--- src/rtl/riot_pia_pkg.sv ---
`default_nettype none
// ============================================================================
// Module  : riot_pia_pkg
// Desc    : Register map and timer interval encoding for the RIOT block.
// Rev     : 1.0  initial release
// ============================================================================
package riot_pia_pkg;

    localparam logic [6:0] SWCHA    = 7'h00;
    localparam logic [6:0] SWACNT   = 7'h01;
    localparam logic [6:0] SWCHB    = 7'h02;
    localparam logic [6:0] SWBCNT   = 7'h03;
    localparam logic [6:0] INTIM    = 7'h04;
    localparam logic [6:0] INSTAT   = 7'h05;
    localparam logic [6:0] EDGE_CTL = 7'h04;
    localparam logic [6:0] TIM1T    = 7'h14;
    localparam logic [6:0] TIM8T    = 7'h15;
    localparam logic [6:0] TIM64T   = 7'h16;
    localparam logic [6:0] T1024T   = 7'h17;

    localparam int TIMER_IE_BIT = 3;
    localparam int LIMIT_W      = 10;

    // Prescaler terminal count for the interval selected by adr[1:0].
    function automatic logic [LIMIT_W-1:0] interval_limit(input logic [1:0] sel);
        logic [LIMIT_W-1:0] lim;
        case (sel)
            2'b00:   lim = 10'd0;
            2'b01:   lim = 10'd7;
            2'b10:   lim = 10'd63;
            default: lim = 10'd1023;
        endcase
        return lim;
    endfunction

endpackage
`default_nettype wire

--- src/rtl/riot_pia_if.sv ---
`default_nettype none
// ============================================================================
// Module  : riot_pia_if
// Desc    : CPU strobe bus between the 6507 core and the RIOT.
// Rev     : 1.0  initial release
// ============================================================================
interface riot_pia_if #(
    parameter int DATA_W = 8
) ();
    logic              stb_i;
    logic              we_i;
    logic [6:0]        adr_i;
    logic [DATA_W-1:0] dat_i;
    logic [DATA_W-1:0] dat_o;

    modport master (output stb_i, output we_i, output adr_i, output dat_i, input  dat_o);
    modport slave  (input  stb_i, input  we_i, input  adr_i, input  dat_i, output dat_o);
endinterface
`default_nettype wire

--- src/rtl/riot_edge_sync.sv ---
`default_nettype none
// ============================================================================
// Module  : riot_edge_sync
// Desc    : Multi-stage pin synchroniser with a polarity-selectable edge
//           pulse on the synchronised MSB.
// Rev     : 1.0  initial release
// ============================================================================
module riot_edge_sync #(
    parameter int DATA_W      = 8,
    parameter int SYNC_STAGES = 2
) (
    input  wire logic              clk_i,
    input  wire logic              rst_ni,
    input  wire logic [DATA_W-1:0] pin_i,
    input  wire logic              pos_i,
    output logic      [DATA_W-1:0] sync_o,
    output logic                   edge_o
);
    logic [DATA_W-1:0] r_stage [SYNC_STAGES];
    logic              r_msb_prev;
    logic              w_msb;

    always_ff @(posedge clk_i or negedge rst_ni) begin
        if (!rst_ni) begin
            for (int i = 0; i < SYNC_STAGES; i++) begin
                r_stage[i] <= '0;
            end
            r_msb_prev <= 1'b0;
        end else begin
            r_stage[0] <= pin_i;
            for (int i = 1; i < SYNC_STAGES; i++) begin
                r_stage[i] <= r_stage[i-1];
            end
            r_msb_prev <= w_msb;
        end
    end

    assign sync_o = r_stage[SYNC_STAGES-1];
    assign w_msb  = sync_o[DATA_W-1];
    assign edge_o = pos_i ? (~r_msb_prev & w_msb) : (r_msb_prev & ~w_msb);

endmodule
`default_nettype wire

--- src/rtl/riot_pia.sv ---
`default_nettype none
// ============================================================================
// Module  : riot_pia
// Desc    : 6532-style RIOT: two DDR ports, prescaled interval timer with
//           1T-after-underflow, PA MSB edge detect and active-low IRQ.
// Rev     : 1.0  initial release
// ============================================================================
module riot_pia
    import riot_pia_pkg::*;
#(
    parameter int DATA_W      = 8,
    parameter int SYNC_STAGES = 2,
    parameter int PRESC_W     = 10
) (
    input  wire logic              clk_i,
    input  wire logic              rst_ni,
    input  wire logic              enable_i,
    riot_pia_if.slave              bus,
    input  wire logic [DATA_W-1:0] pa_i,
    input  wire logic [DATA_W-1:0] pb_i,
    output logic      [DATA_W-1:0] pa_o,
    output logic      [DATA_W-1:0] pb_o,
    output logic      [DATA_W-1:0] pa_oe,
    output logic      [DATA_W-1:0] pb_oe,
    output logic                   irq_no,
    output logic      [DATA_W-1:0] diag
);
    localparam logic [6:0] c_IE_ADR = 7'(1 << TIMER_IE_BIT);

    logic [DATA_W-1:0]  r_dat_o, r_pa_o, r_pb_o, r_ddra, r_ddrb, r_intim;
    logic [PRESC_W-1:0] r_presc, r_interval;
    logic               r_underflow, r_timer_flag, r_edge_flag;
    logic               r_timer_ie, r_edge_ie, r_edge_pos, r_irq_n;

    logic [DATA_W-1:0]  w_pa_sync, w_pb_sync, w_pa_view, w_pb_view, w_rd_data;
    logic               w_pa_edge, w_pb_edge_unused;
    logic [6:0]         w_adr;
    logic               w_rd, w_wr, w_rd_intim, w_rd_instat, w_wr_edge, w_wr_timer;
    logic [PRESC_W-1:0] w_limit;
    logic               w_wrap;

    riot_edge_sync #(.DATA_W(DATA_W), .SYNC_STAGES(SYNC_STAGES)) u_sync_a (
        .clk_i  (clk_i),
        .rst_ni (rst_ni),
        .pin_i  (pa_i),
        .pos_i  (r_edge_pos),
        .sync_o (w_pa_sync),
        .edge_o (w_pa_edge)
    );

    riot_edge_sync #(.DATA_W(DATA_W), .SYNC_STAGES(SYNC_STAGES)) u_sync_b (
        .clk_i  (clk_i),
        .rst_ni (rst_ni),
        .pin_i  (pb_i),
        .pos_i  (1'b0),
        .sync_o (w_pb_sync),
        .edge_o (w_pb_edge_unused)
    );

    assign w_adr       = bus.adr_i;
    assign w_rd        = bus.stb_i & ~bus.we_i;
    assign w_wr        = bus.stb_i &  bus.we_i;
    assign w_rd_intim  = w_rd && ((w_adr == INTIM)  || (w_adr == (INTIM  | c_IE_ADR)));
    assign w_rd_instat = w_rd && ((w_adr == INSTAT) || (w_adr == (INSTAT | c_IE_ADR)));
    assign w_wr_edge   = w_wr && (w_adr[6:2] == EDGE_CTL[6:2]);
    // 0x14..0x17 and 0x1C..0x1F: adr[3] is the timer IE bit, don't-care here
    assign w_wr_timer  = w_wr && (w_adr[6:4] == TIM1T[6:4]) && w_adr[2];

    assign w_pa_view = (r_ddra & r_pa_o) | (~r_ddra & w_pa_sync);
    assign w_pb_view = (r_ddrb & r_pb_o) | (~r_ddrb & w_pb_sync);

    always_comb begin
        w_rd_data = '0;
        case (w_adr)
            SWCHA:                         w_rd_data = w_pa_view;
            SWACNT:                        w_rd_data = r_ddra;
            SWCHB:                         w_rd_data = w_pb_view;
            SWBCNT:                        w_rd_data = r_ddrb;
            INTIM,  (INTIM  | c_IE_ADR):   w_rd_data = r_intim;
            INSTAT, (INSTAT | c_IE_ADR):   w_rd_data = {r_timer_flag, r_edge_flag, {(DATA_W-2){1'b0}}};
            default:                       w_rd_data = '0;
        endcase
    end

    // After underflow the prescaler is bypassed until the next load.
    assign w_limit = r_underflow ? '0 : r_interval;
    assign w_wrap  = (r_presc == w_limit);

    always_ff @(posedge clk_i or negedge rst_ni) begin
        if (!rst_ni) begin
            r_dat_o      <= '0;
            r_pa_o       <= '0;
            r_pb_o       <= '0;
            r_ddra       <= '0;
            r_ddrb       <= '0;
            r_intim      <= '0;
            r_presc      <= '0;
            r_interval   <= '0;
            r_underflow  <= 1'b0;
            r_timer_flag <= 1'b0;
            r_edge_flag  <= 1'b0;
            r_timer_ie   <= 1'b0;
            r_edge_ie    <= 1'b0;
            r_edge_pos   <= 1'b0;
            r_irq_n      <= 1'b1;
        end else begin
            if (w_rd) begin
                r_dat_o <= w_rd_data;
            end

            if (w_wr) begin
                case (w_adr)
                    SWCHA:   r_pa_o <= bus.dat_i;
                    SWACNT:  r_ddra <= bus.dat_i;
                    SWCHB:   r_pb_o <= bus.dat_i;
                    SWBCNT:  r_ddrb <= bus.dat_i;
                    default: ;
                endcase
            end

            if (w_wr_edge) begin
                r_edge_pos <= w_adr[0];
                r_edge_ie  <= w_adr[1];
            end

            if (w_wr_timer) begin
                r_intim     <= bus.dat_i;
                r_presc     <= '0;
                r_underflow <= 1'b0;
                r_interval  <= PRESC_W'(interval_limit(w_adr[1:0]));
            end else if (enable_i) begin
                if (w_wrap) begin
                    r_intim <= r_intim - 1'b1;
                    r_presc <= '0;
                    if (r_intim == '0) begin
                        r_underflow <= 1'b1;
                    end
                end else begin
                    r_presc <= r_presc + 1'b1;
                end
            end

            if (w_wr_timer || w_rd_intim) begin
                r_timer_ie <= w_adr[TIMER_IE_BIT];
            end

            // Load beats underflow; a new event beats a clearing read.
            if (w_wr_timer) begin
                r_timer_flag <= 1'b0;
            end else if (enable_i && w_wrap && (r_intim == '0)) begin
                r_timer_flag <= 1'b1;
            end else if (w_rd_intim) begin
                r_timer_flag <= 1'b0;
            end

            if (w_pa_edge) begin
                r_edge_flag <= 1'b1;
            end else if (w_rd_instat) begin
                r_edge_flag <= 1'b0;
            end

            r_irq_n <= ~((r_timer_flag & r_timer_ie) | (r_edge_flag & r_edge_ie));
        end
    end

    assign bus.dat_o = r_dat_o;
    assign pa_o      = r_pa_o;
    assign pb_o      = r_pb_o;
    assign pa_oe     = r_ddra;
    assign pb_oe     = r_ddrb;
    assign irq_no    = r_irq_n;
    assign diag      = r_intim;

endmodule
`default_nettype wire

--- src/flat_wrapper.sv ---
// flat-port wrapper written by rule: the top's interface ports become plain ports
module riot_pia_flat import riot_pia_pkg::*;
#(
    parameter int DATA_W      = 8,
    parameter int SYNC_STAGES = 2,
    parameter int PRESC_W     = 10
)
  (clk_i, rst_ni, enable_i, pa_i, pb_i, pa_o, pb_o, pa_oe, pb_oe, irq_no, diag, bus_stb_i, bus_we_i, bus_adr_i, bus_dat_i, bus_dat_o);
  riot_pia_if #(.DATA_W(DATA_W)) bus_i ();
  input  wire logic clk_i;
  input  wire logic rst_ni;
  input  wire logic enable_i;
  input  wire logic [DATA_W-1:0] pa_i;
  input  wire logic [DATA_W-1:0] pb_i;
  output logic      [DATA_W-1:0] pa_o;
  output logic      [DATA_W-1:0] pb_o;
  output logic      [DATA_W-1:0] pa_oe;
  output logic      [DATA_W-1:0] pb_oe;
  output logic irq_no;
  output logic      [DATA_W-1:0] diag;
  input wire logic [$bits(bus_i.stb_i)-1:0] bus_stb_i;
  input wire logic [$bits(bus_i.we_i)-1:0] bus_we_i;
  input wire logic [$bits(bus_i.adr_i)-1:0] bus_adr_i;
  input wire logic [$bits(bus_i.dat_i)-1:0] bus_dat_i;
  output wire logic [$bits(bus_i.dat_o)-1:0] bus_dat_o;
  assign bus_i.stb_i = bus_stb_i;
  assign bus_i.we_i = bus_we_i;
  assign bus_i.adr_i = bus_adr_i;
  assign bus_i.dat_i = bus_dat_i;
  assign bus_dat_o = bus_i.dat_o;
  riot_pia #(.DATA_W(DATA_W), .SYNC_STAGES(SYNC_STAGES), .PRESC_W(PRESC_W)) u_core (.clk_i(clk_i), .rst_ni(rst_ni), .enable_i(enable_i), .bus(bus_i), .pa_i(pa_i), .pb_i(pb_i), .pa_o(pa_o), .pb_o(pb_o), .pa_oe(pa_oe), .pb_oe(pb_oe), .irq_no(irq_no), .diag(diag));
endmodule
--- config.mk ---
export PLATFORM = sky130hd
export DESIGN_NAME = riot_pia_flat
export DESIGN_NICKNAME = d
export VERILOG_FILES = /design/src/rtl/riot_pia_pkg.sv /design/src/rtl/riot_pia_if.sv /design/src/rtl/riot_edge_sync.sv /design/src/rtl/riot_pia.sv /design/src/flat_wrapper.sv
export SDC_FILE = /design/constraint.sdc
export NUM_CORES = 1
export LEC_CHECK = 0
export CORE_ASPECT_RATIO = 1.2
export CORE_MARGIN = 2
export CORE_UTILIZATION = 56
export CTS_CLUSTER_DIAMETER = 100
export DETAILED_ROUTE_END_ITERATION = 6
export PLACE_DENSITY_LB_ADDON = 0.2
export RECOVER_POWER = 25
export SETUP_SLACK_MARGIN = 0.02
export SLEW_MARGIN = 20
export SYNTH_ARGS = -nofsm -noshare
export SYNTH_HDL_FRONTEND = slang
export SYNTH_SLANG_ARGS = --single-unit
--- constraint.sdc ---
create_clock -name clk_i -period 4.2 [get_ports clk_i]
set_clock_uncertainty 0.15 [all_clocks]
set_input_delay 0.63 -clock clk_i [delete_from_list [all_inputs] [get_ports clk_i]]
set_output_delay 0.63 -clock clk_i [all_outputs]
set_load 0.005 [all_outputs]
---- Word level (Yosys, flattened, before mapping) ----
Cells that the tools add are included.
storage, ports and cells
  register bits after elaboration ......... 108
  logic and storage cells ................. 98
cells by class
  add/sub/neg operators ................... 2
  equal/unequal tests ..................... 12
  multiplexer cells ....................... 19
  bitwise logic cells ..................... 19
  reduce and logical (&&, ||, !) cells .... 26
operators with widths
  cell                                                                count
  8-bit one-hot mux with 6 select lines                               1
  10-bit two-way mux                                                  4
  8-bit AND                                                           4
  10-bit one-hot mux with 3 select lines                              1
  8-bit two-way mux                                                   3
  8-bit NOT                                                           2
  8-bit bitwise OR                                                    2
  7-bit by 2-bit == test with 1-bit output, second input constant     2
  7-bit by 3-bit == test with 1-bit output, second input constant     2
  7-bit by 4-bit == test with 1-bit output, second input constant     2
  10-bit by 1-bit adder with 10-bit output, second input constant     1
  10-bit == test                                                      1
  1-bit two-way mux                                                   10
  2-bit AND reduction                                                 5
  8-bit zero test                                                     1
  2-bit nonzero test                                                  4
  8-bit by 1-bit subtractor with 8-bit output, second input constant  1
  7-bit by 1-bit == test with 1-bit output, second input constant     1
  1-bit logical AND                                                   7
  7-bit zero test                                                     1
  1-bit AND                                                           6
  5-bit by 1-bit == test with 1-bit output, second input constant     1
  1-bit NOT                                                           4
  2-bit OR reduction                                                  2
  8 further kinds                                                     10

---- Depth between registers and ports, before layout ----
  depth in word-level cells ............... 6
  gate-level depth with buffers ........... 7
  gate-level depth less buffers ........... 7

---- Hierarchy ----
From an unflattened synthesis, not the netlist that was laid out.
unflattened totals
  cells, all modules ...................... 400
  area, all modules ....................... 4555.6 um^2
by module, submodules not included
  module          times used  cells an instance  area an instance (um^2)
  riot_pia        1           344                3539.6
  riot_edge_sync  2           28                 508.0

---- Worst setup path after synthesis ----
No wires, ideal clock.
  path kind ............................... input port to flip-flop
  start point ............................. in bus_adr_i[5]
  end point ............................... reg u_core.r_timer_ie
  data arrival time ....................... 2018 ps
  data required time ...................... 3922 ps
  setup slack ............................. 1904 ps
  stages on the path ...................... 4
  cell sequence ........................... or4b_1 > nor3_2 > a21oi_1 > mux2_1
between the ends
  longest elaborated chain between the ends .. 4
  elaborated cells between the ends (all ways) .. 8
  classes of those cells .................. eq/ne: 3; reduce/logical: 5
ends and longest elaborated chain
  what                                                              RTL line                        RTL
  from (decl)                                                       flat_wrapper.sv:23              input wire logic [$bits(bus_i.adr_i)-1:0] bus_adr_i;
  7-bit by 3-bit == test with 1-bit output (tied with other cells)  riot_pia.sv:63                  assign w_rd_intim = w_rd && ((w_adr == INTIM) || (w_adr == (INTIM | c_IE_ADR)));
  1-bit logical OR or 1-bit logical AND (tied branches)             riot_pia.sv:63, riot_pia.sv:67
  1-bit logical AND, on equally long branches                       riot_pia.sv:63, riot_pia.sv:67
  1-bit logical OR *                                                riot_pia.sv:143                 if (w_wr_timer || w_rd_intim) begin
  to (signal assigned)                                              riot_pia.sv:144                 r_timer_ie <= w_adr[TIMER_IE_BIT];
  to (decl)                                                         riot_pia.sv:33                  logic r_timer_ie, r_edge_ie, r_edge_pos, r_irq_n;
Mark *: on every way between the ends. The rest lies on a longest branch, timed or not.
A chain may end at the register's enable or synchronous reset.

---- Worst setup path after layout ----
  start point ............................. in bus_adr_i[2]
  end point ............................... reg u_core.r_pa_o[1], in the netlist u_core.pa_o[1]
between the ends
  longest elaborated chain between the ends .. 2
ends and longest elaborated chain
  what                           RTL line         RTL
  7-bit zero test                riot_pia.sv:112  case (w_adr)
  2-bit AND reduction (no line)  -
  to (signal assigned)           riot_pia.sv:113  SWCHA: r_pa_o <= bus.dat_i;
  to (decl)                      riot_pia.sv:30   logic [DATA_W-1:0] r_dat_o, r_pa_o, r_pb_o, r_ddra, r_ddrb, r_intim;
Every way passes these cells.

==> reports/metrics.yaml <==
wl_per_cell_um: 18.8
clock_latency_ns: 0.37
fmax_ghz: 0.365
rows: 35
multi_input_comb_area_sq_um: 1700
numCtsBuffers: 9
antennaDiodeCount: 0
startpoint: "bus_adr_i[2]"
synth_area_leaders: "dfrtp_1, mux2_1, nor2_1"
worst_slew_pin_slew_ns: 2.46
mostFrequentLayoutCells: "dfrtp_1, clkdlybuf4s50_1, nor2_1"
die-area_sq_um: 8490
hold_viol: 0
grt_max_degree: 46
final_common_cell: "dfrtp_1"
cts-root-buf: "clkbuf_8"
maxCapViolations: 1
io_pins: 85
rsz0062_at_grt: "false"
grt_pass1_vias: 3338
ys_seq_area_share_pct: 58.1
first_iter_violations: 254
pre_cts_slack_ns: 1.07
ys_types: 59
yosys_most_used_dff: "dfrtp_1"
startpoint_type: "primary input"
nFillCells: 567
arrival_ns: 2.85
crit_buf_inv: 1
timing.reg2reg.worst_path_depth: 7
critPathKind: "primary input to flop"
syn2layout_area_growth_pct: 25.6
report.final.slew_viol_count: 46
p_per_area_nw_per_um2: 424
worstHoldStart: "u_core.u_sync_b.r_stage[8]$_DFF_PN0_"
fp.dieW_um: 84.5
r2r-start: "u_core.diag[0]$_DFFE_PN0P_"
drt_first_pass_iters: 6
synth_top_area_share_pct: 57.5
finalWirelength_um: 10400
ctsHoldBuffers: 0
r2r-end: "u_core.diag[6]$_DFFE_PN0P_"
yosysTopAreaCell: "dfrtp_1"
worstPathMaxFanout: 10
async_flop_share_pct: 100
cts_sinks: 101
synth_warnings: 0
drc: 0
layout_setup_ws_ns: 1.46
clk_pin_slew_ns: 0.10
crit_path_cell_trace: "clkdlybuf4s50_1, nor3_1, and2_1, and3_1, nand2_1, mux2_1"
status: "complete, but fails checks"
regArea_sq_um: 2530
via_count: 3314
peakVddDrop_mv: 0.243
required_ns: 4.31
vias_per_cell: 5.97
die-height_um: 101
avgSynthCellArea_sq_um: 11.7
clockBufferDepth: 2
postSynthCellCount: 372
syn-num-nets: 411
cp-end-kind: "flop"
worst-r2r-setup-slack_ns: 1.74
cp_top_family: "simple AND/OR/NAND/NOR gates"
nNetsFinal: 497
setup_viol: 0
final.min_clock_period_ns: 2.74
start_util_pct: 57.1
holdPathStages: 0
cts_resized: 0
cts_tree: "yes"
htree_levels: 3
p_leak_nw: 2.36
synth_seq_cells: 101
grt_pass1_wl_um: 17000
overflow: 0
slowest_stage: "clkdlybuf4s50_1"
core_area_sq_um: 7620
antenna_found_initial: 0
io_buffer_count: 84
layout_worst_path_cycle_share_pct: 65.2
slowest_delay_ns: 0.44
setup_tns_ns: 0
gp_congestion: 0.895
hold_path_class: "flop to flop"
synth_edf_count: 0
post-cts-setup-buffer-count: 0
power.total_mw: 2.32
grtUsageTotal_pct: 26.0
final_antenna_net_count: 0
min_to: "u_core.u_sync_b.sync_o[0]$_DFF_PN0_"
hpwl_um: 7380
syn_area_sq_um: 4350
drive_gt1_share_pct: 9.94
slew-limit-headroom_pct: -64.0
violations: "capacitance limit, slew limit"
## metal layers
metal	vias up	global-route usage, %	wire [um]
met5	-	0	0
met4	0	8.79	104
met3	9	3.69	617
met2	121	44.3	5400
met1	1662	34.6	4300
li1	1522	-	-
## where the power goes
group,internal (mW),leakage (nW),switching (mW)
registers,1.08,1.29,0.138
clock network,0.230,0.0989,0.361
logic,0.267,0.975,0.238
total,1.58,2.36,0.737
## Yosys cell counts, drive strengths merged, types with 2 or more instances
| cell type | n |
|---|---|
| dfrtp | 100 |
| nor2 | 47 |
| mux2 | 35 |
| nand2 | 25 |
| o21ai | 20 |
| clkbuf | 11 |
| inv | 11 |
| o211ai | 8 |
| a32oi | 7 |
| nand3 | 7 |
| xnor2 | 7 |
| a21oi | 6 |
| nand4 | 6 |
| nor3 | 6 |
| a2111oi | 5 |
| a222oi | 5 |
| and3 | 5 |
| xor2 | 5 |
| a31oi | 4 |
| buf | 4 |
| a31o | 3 |
| ha | 3 |
| nand2b | 3 |
| nor2b | 3 |
| or4b | 3 |
| a211oi | 2 |
| a21o | 2 |
| a221oi | 2 |
| a22o | 2 |
| nand3b | 2 |
| nor4 | 2 |
| or3 | 2 |
## cell type report
| type | count | share of cell area, % |
|---|---|---|
| well taps | 92 | 2.11 |
| clock inverters | 7 | 1.24 |
| clock buffers | 9 | 2.27 |
| inverters | 12 | 0.825 |
| flip-flops and latches | 101 | 46.3 |
| multi-input cells | 243 | 31.0 |
| repair buffers | 91 | 16.2 |
## state kept, by name, indices dropped and copies added (netlist names), 3 cells and up
signal / cells
u_core.r_interval: 3
u_core.u_sync_a.r_stage: 8
u_core.bus.dat_o: 8
u_core.u_sync_b.sync_o: 8
u_core.u_sync_b.r_stage: 8
u_core.pb_oe: 8
u_core.pb_o: 8
u_core.pa_oe: 8
u_core.diag: 8
u_core.pa_o: 8
u_core.r_presc: 10
u_core.u_sync_a.sync_o: 8
## logic make-up after synthesis
family | synth area share (%)
compound gates | 13.1
xor+xnor | 2.42
fa+ha+maj | 0.863
buf+inv | 2.90
flops | 58.1
mux | 9.38
simple gates | 13.2
## worst register-to-register path: cells and delay by family, from the launching register on
kind | cells | cell delay, ns
xor+xnor | 1 | 0.17
compound gates | 2 | 0.48
fa+ha+maj | 1 | 0.18
buf+inv | 1 | 0.16
simple gates | 2 | 0.72
flops | 1 | 0.45
## through the flow
step,hold WS [ns],utilization [%],std cells,instance area (sq um)
6_report,0.207,71.7,555,5460
5_1_grt,0.214,71.7,555,5460
4_1_cts,0.122,71.7,555,5470
3_5_place_dp,0.185,69.2,539,5280
3_3_place_gp,0.182,69.2,539,5280
2_1_floorplan,0.181,-,372,4350
## how the worst max path moves through the flow
stage                                       end  slack [ns]  depth (start not counted)
5_1_grt        u_core.r_interval[2]$_DFFE_PN0P_        1.13                          2
6_report             u_core.pa_o[1]$_DFFE_PN0P_        1.46                          6
4_1_cts              u_core.pa_o[1]$_DFFE_PN0P_        1.46                          6
3_5_place_dp         u_core.pa_o[3]$_DFFE_PN0P_        1.07                          6
2_1_floorplan     u_core.r_timer_ie$_DFFE_PN0P_        1.90                          4
3_3_place_gp         u_core.pa_o[4]$_DFFE_PN0P_        1.13                          6
No activity file was read; power rests on OpenSTA's default activity.
